===== src/rtl/conv3x3_mac.sv =====
// 3x3 signed MAC: nine serial multiply-accumulates onto a bias, then round, requantise and saturate to int8.
// Optional build macro CONV3X3_MAC_RELU_EN clamps negative results to zero.
module conv3x3_mac #(
    parameter int unsigned SHIFT  = 7,
    parameter int unsigned BIAS_W = 16,
    parameter int unsigned ACC_W  = 24
) (
    input  logic              clk,
    input  logic              rst,
    input  logic              start,
    input  logic [71:0]       pixels,
    input  logic [71:0]       weights,
    input  logic [BIAS_W-1:0] bias,
    output logic              busy,
    output logic [7:0]        result,
    output logic              result_valid
);

    localparam int unsigned TAPS_W = 72;
    localparam int unsigned IDX_W  = 4;
    localparam logic signed [ACC_W-1:0] RND    = ACC_W'((1 << SHIFT) >> 1);
    localparam logic signed [ACC_W-1:0] SAT_HI = ACC_W'(127);
    localparam logic signed [ACC_W-1:0] SAT_LO = ACC_W'(-128);

    typedef enum logic [1:0] {IDLE, MAC, POST} state_t;

    state_t                   state_q, state_d;
    logic signed [ACC_W-1:0]  acc_q, acc_d;
    logic [IDX_W-1:0]         idx_q, idx_d;
    logic [TAPS_W-1:0]        pix_q, pix_d;
    logic [TAPS_W-1:0]        wgt_q, wgt_d;
    logic                     busy_q, busy_d;
    logic [7:0]               result_q, result_d;
    logic                     valid_q, valid_d;

    logic signed [BIAS_W-1:0] bias_s;
    logic signed [7:0]        pix_k, wgt_k;
    logic signed [15:0]       prod_c;
    logic signed [ACC_W-1:0]  rnd_c, shr_c;
    logic [7:0]               sat_c;

    assign bias_s = bias;
    assign pix_k  = pix_q[8*idx_q +: 8];
    assign wgt_k  = wgt_q[8*idx_q +: 8];
    assign prod_c = pix_k * wgt_k;

    // Round half up, arithmetic shift, clamp to int8 (optionally ReLU)
    always_comb begin
        rnd_c = acc_q + RND;
        shr_c = rnd_c >>> SHIFT;
        if (shr_c > SAT_HI) begin
            sat_c = 8'sd127;
        end else if (shr_c < SAT_LO) begin
            sat_c = 8'h80;
        end else begin
            sat_c = shr_c[7:0];
        end
`ifdef CONV3X3_MAC_RELU_EN
        if (sat_c[7]) begin
            sat_c = 8'd0;
        end
`endif
    end

    always_comb begin
        state_d  = state_q;
        acc_d    = acc_q;
        idx_d    = idx_q;
        pix_d    = pix_q;
        wgt_d    = wgt_q;
        busy_d   = busy_q;
        result_d = result_q;
        valid_d  = 1'b0;
        case (state_q)
            IDLE: begin
                if (start) begin
                    pix_d   = pixels;
                    wgt_d   = weights;
                    acc_d   = ACC_W'(bias_s);
                    idx_d   = '0;
                    busy_d  = 1'b1;
                    state_d = MAC;
                end
            end
            MAC: begin
                acc_d = acc_q + ACC_W'(prod_c);
                idx_d = IDX_W'(idx_q + IDX_W'(1));
                if (idx_q == IDX_W'(8)) begin
                    state_d = POST;
                end
            end
            POST: begin
                result_d = sat_c;
                valid_d  = 1'b1;
                busy_d   = 1'b0;
                state_d  = IDLE;
            end
            default: begin
                busy_d  = 1'b0;
                state_d = IDLE;
            end
        endcase
    end

    always_ff @(posedge clk or negedge rst) begin
        if (!rst) begin
            state_q  <= IDLE;
            acc_q    <= '0;
            idx_q    <= '0;
            pix_q    <= '0;
            wgt_q    <= '0;
            busy_q   <= 1'b0;
            result_q <= '0;
            valid_q  <= 1'b0;
        end else begin
            state_q  <= state_d;
            acc_q    <= acc_d;
            idx_q    <= idx_d;
            pix_q    <= pix_d;
            wgt_q    <= wgt_d;
            busy_q   <= busy_d;
            result_q <= result_d;
            valid_q  <= valid_d;
        end
    end

    assign busy         = busy_q;
    assign result       = result_q;
    assign result_valid = valid_q;

endmodule


===== config.mk =====
export PLATFORM = sky130hd
export DESIGN_NAME = conv3x3_mac
export DESIGN_NICKNAME = d
export VERILOG_FILES = /design/src/rtl/conv3x3_mac.sv
export SDC_FILE = /design/constraint.sdc
export NUM_CORES = 1
export LEC_CHECK = 0
export CORE_MARGIN = 3
export CORE_UTILIZATION = 51
export DETAILED_ROUTE_END_ITERATION = 6
export PLACE_DENSITY = 0.78
export SETUP_SLACK_MARGIN = 0.3
export SYNTH_ARGS = -nofsm -noshare
export SYNTH_HDL_FRONTEND = slang
export SYNTH_SLANG_ARGS = --single-unit

===== constraint.sdc =====
create_clock -name clk -period 7.4 [get_ports clk]
set_input_delay 1.11 -clock clk [delete_from_list [all_inputs] [get_ports clk]]
set_output_delay 1.11 -clock clk [all_outputs]
set_load 0.1 [all_outputs]

==> results.yml <==
drt:
  wl_met2_mm: 15.2
  met3_length_mm: 2.59
  wl_met1_mm: 13.4
  avgViaCountPerCell: 5.64
  wirelength_mm: 31.7
  highest_layer: "met5"
  first_iter_violations: 660
  drc: 0
  wl_per_cell_um: 20.5
  first_pass_iters: 5
  num_vias: 8733
  ant_nets: 0
hold_path:
  hold_depth: 2
  min_to: "acc_q[0]"
  worstHoldStart: "acc_q[0]"
  hp-class: "reg -> reg"
logic_synthesis:
  synth_cells: 1025
  yosys.area_share.simple_pct: 6.92
  synth_compound_area_share_pct: 6.96
  synth_edf_count: 0
  ys_types: 60
  ys_seq_elements: 184
  syn_nets: 1349
  synth_top_family_by_area: "adder cells"
  muxShareOfSynthArea_pct: 20.3
  seq_area_frac_synth_pct: 36.5
  synth_adder_area_share_pct: 22.2
  async_flop_share_pct: 100
  synth_warnings: 0
  synth.cell_area_um2: 12600
  synth_xor_area_share_pct: 2.43
  ys.flop_type: "dfrtp_1"
  avgSynthCellArea_um2: 12.3
clock_tree:
  cts_root_buf: "clkbuf_16"
  clock_sinks: 184
  path_clk_slew_ns: 0.07
  cts_made_buffers: 17
  cts_buffer_depth: 2
  cts-htree-levels: 4
  worstSkewPairLatency_ns: 0.45
  cts-hold-fix-buffers: 0
  cts_tree: "built"
sta:
  fin_worst_skew_ns: 0.0261
  min_period_over_period_pct: 91.3
  slew_viol_final: 0
  maxSlewHeadroom_pct: 25.2
  max_freq_mhz: 148
  hold_viol_final: 0
  setup_viol: 0
  whs_ns: 0.496
  min_period_ns: 6.76
  rsz0062_at_grt: "false"
  tightest_slew_ns: 1.12
  finalSetupTns_ns: 0
floorplanning:
  die_h_um: 163
  std_cell_rows: 56
  initial_utilization_pct: 52.8
  die_w_um: 163
  die_area_um2: 26600
  pin_count: 173
  core_um2: 23900
setup_path:
  cp_data_required_time_ns: 7.71
  startpoint_type: "flop"
  r2r_slack_ns: 0.64
  slowest_stage: "fa_2"
  path_cells: "buf_4 -> mux4_2 -> mux2i_1 -> nor2_1 -> a21oi_4 -> nor2_1 -> fa_1 -> inv_1 -> fa_2 -> clkinvlp_4 -> buf_4 -> fa_1 -> fa_1 -> ha_1 -> ha_1 -> nand2_1 -> nor2_1 -> a31o_2 -> nor4_1 -> a211oi_1 -> o41ai_1 -> a221o_1"
  cp_max_fo: 15
  cp-end-kind: "flop"
  rr_worst_depth: 22
  critPathKind: "reg -> reg"
  cp.buffers_inverters: 4
  cp_num_cells: 22
  crit_path_max_incr_delay_ns: 0.64
  worstPathArrival_ns: 7.07
  r2r_start: "idx_q[1]"
  r2r-end: "acc_q[22]"
  cpLargestDelayFamily: "adder cells"
global_route:
  grt_pass1_wl_mm: 49.7
  antenna_found_initial: 2
  track_usage_pct: 24.2
  grt_max_degree: 133
  grt_pass1_vias: 9147
  gr-total-overflow: 0
cells_and_area:
  area_growth_pct: 23.1
  drive_above_1_share_pct: 23.2
  regArea_um2: 4610
  nNetsFinal: 1540
  final_common_cell: "dfrtp_1"
  diodes: 0
  fillers: 1721
  final_cells: 1548
  layout_common_cells: "dfrtp_1 (182), clkdlybuf4s50_1 (171), mux2_2 (145)"
  multi_input_area_um2: 7450
  final_cell_area_um2: 15500
status:
  status: "finished, final reports clean"
place:
  placed_cell_area_um2: 14700
  portBuffers: 172
  place_congestion: 0.905
  place_hpwl_mm: 23.8
  place_inst: 1499
job:
  cap_viol_max_count: 0
-- worst max-delay path by stage --
stage	from	end	slack [ns]
3_3_place_gp	idx_q[0]	acc_q[22]	0.52
5_1_grt	idx_q[1]	acc_q[22]	0.31
2_1_floorplan	idx_q[0]	acc_q[22]	0.37
3_5_place_dp	idx_q[0]	acc_q[22]	0.35
6_report	idx_q[1]	acc_q[22]	0.64
4_1_cts	idx_q[0]	acc_q[22]	0.30
-- cell type report --
type	instances	share of cell area, %
clock buffer	21	3.10
clock inverter	11	0.782
inverter	109	2.66
multi-input combinational	693	48.0
sequential	184	29.7
tap	319	2.57
timing repair buffer	211	13.2
-- synthesized netlist by cell type, drive strengths merged, types with 2 or more instances --
cell type | number | area share (%)
dfrtp | 184 | 37
inv | 108 | 3.2
o22a | 7 | 0.49
nor2b | 10 | 0.50
nand2 | 31 | 0.92
nand4 | 10 | 0.62
o31ai | 4 | 0.24
xnor2 | 17 | 1.2
a21o | 5 | 0.30
a41oi | 2 | 0.14
ha | 57 | 5.7
a22oi | 6 | 0.36
xor2 | 18 | 1.3
a211oi | 6 | 0.36
nor4 | 5 | 0.42
mux2 | 146 | 13
mux2i | 19 | 1.5
or2b | 3 | 0.18
o21ai | 27 | 1.1
a21oi | 43 | 2.2
a221o | 8 | 0.64
nand3 | 6 | 0.24
nand3b | 2 | 0.12
nand2b | 8 | 0.40
o221ai | 2 | 0.19
a31o | 2 | 0.14
and4 | 4 | 0.32
mux4 | 32 | 5.7
buf | 22 | 0.97
nor2 | 76 | 2.3
or2 | 5 | 0.25
o21bai | 3 | 0.18
and2 | 4 | 0.20
o21a | 2 | 0.12
a32o | 2 | 0.16
clkbuf | 17 | 0.51
nor3 | 8 | 0.32
fa | 104 | 17
-- cell families after synthesis --
group                      count (synthesis)
AOI/OAI and AO/OA                        125
xor gates and xnor gates                  35
and+or+nand+nor                          175
DFF                                      184
adders and majority gates                161
buffers and inverters                    148
muxes                                    197
-- per-layer routing --
| metal | up-vias | global-route usage [%] |
|---|---|---|
| met5 | - | 0 |
| met2 | 351 | 38.1 |
| met1 | 4413 | 33.8 |
| met3 | 43 | 6.77 |
| met4 | 4 | 5.54 |
| li1 | 3922 | - |
-- per-stage QoR --
stage	setup WS [ns]	util, %
5_1_grt	0.305	65.0
3_5_place_dp	0.345	61.6
4_1_cts	0.304	64.2
3_3_place_gp	0.521	61.6
2_1_floorplan	0.368	-
6_report	0.644	65.0
-- sequential cells by signal, indices dropped and copies added, names as in the netlist --
register	cells
pix_q	72
acc_q	24
busy	1
wgt_q	72
state_q	2
result_valid	1
idx_q	4
result	8
-- worst min-delay path, delay by kind of cell (launching register included) --
kind / cells / cell delay [ns]
DFF: 1 / 0.36
and+or+nand+nor: 2 / 0.11
-- repair_timing --
action                                 CTS  global route
gates resized for setup                  1             8
pin swaps                                0             1
setup buffers                            0            17
endpoints found under the hold margin    0             0
setup endpoints to repair                1             8
gates cloned                             0             0
Power is not shown: default switching activity piles up to over one toggle a cycle in this logic, so the estimate is an artifact.
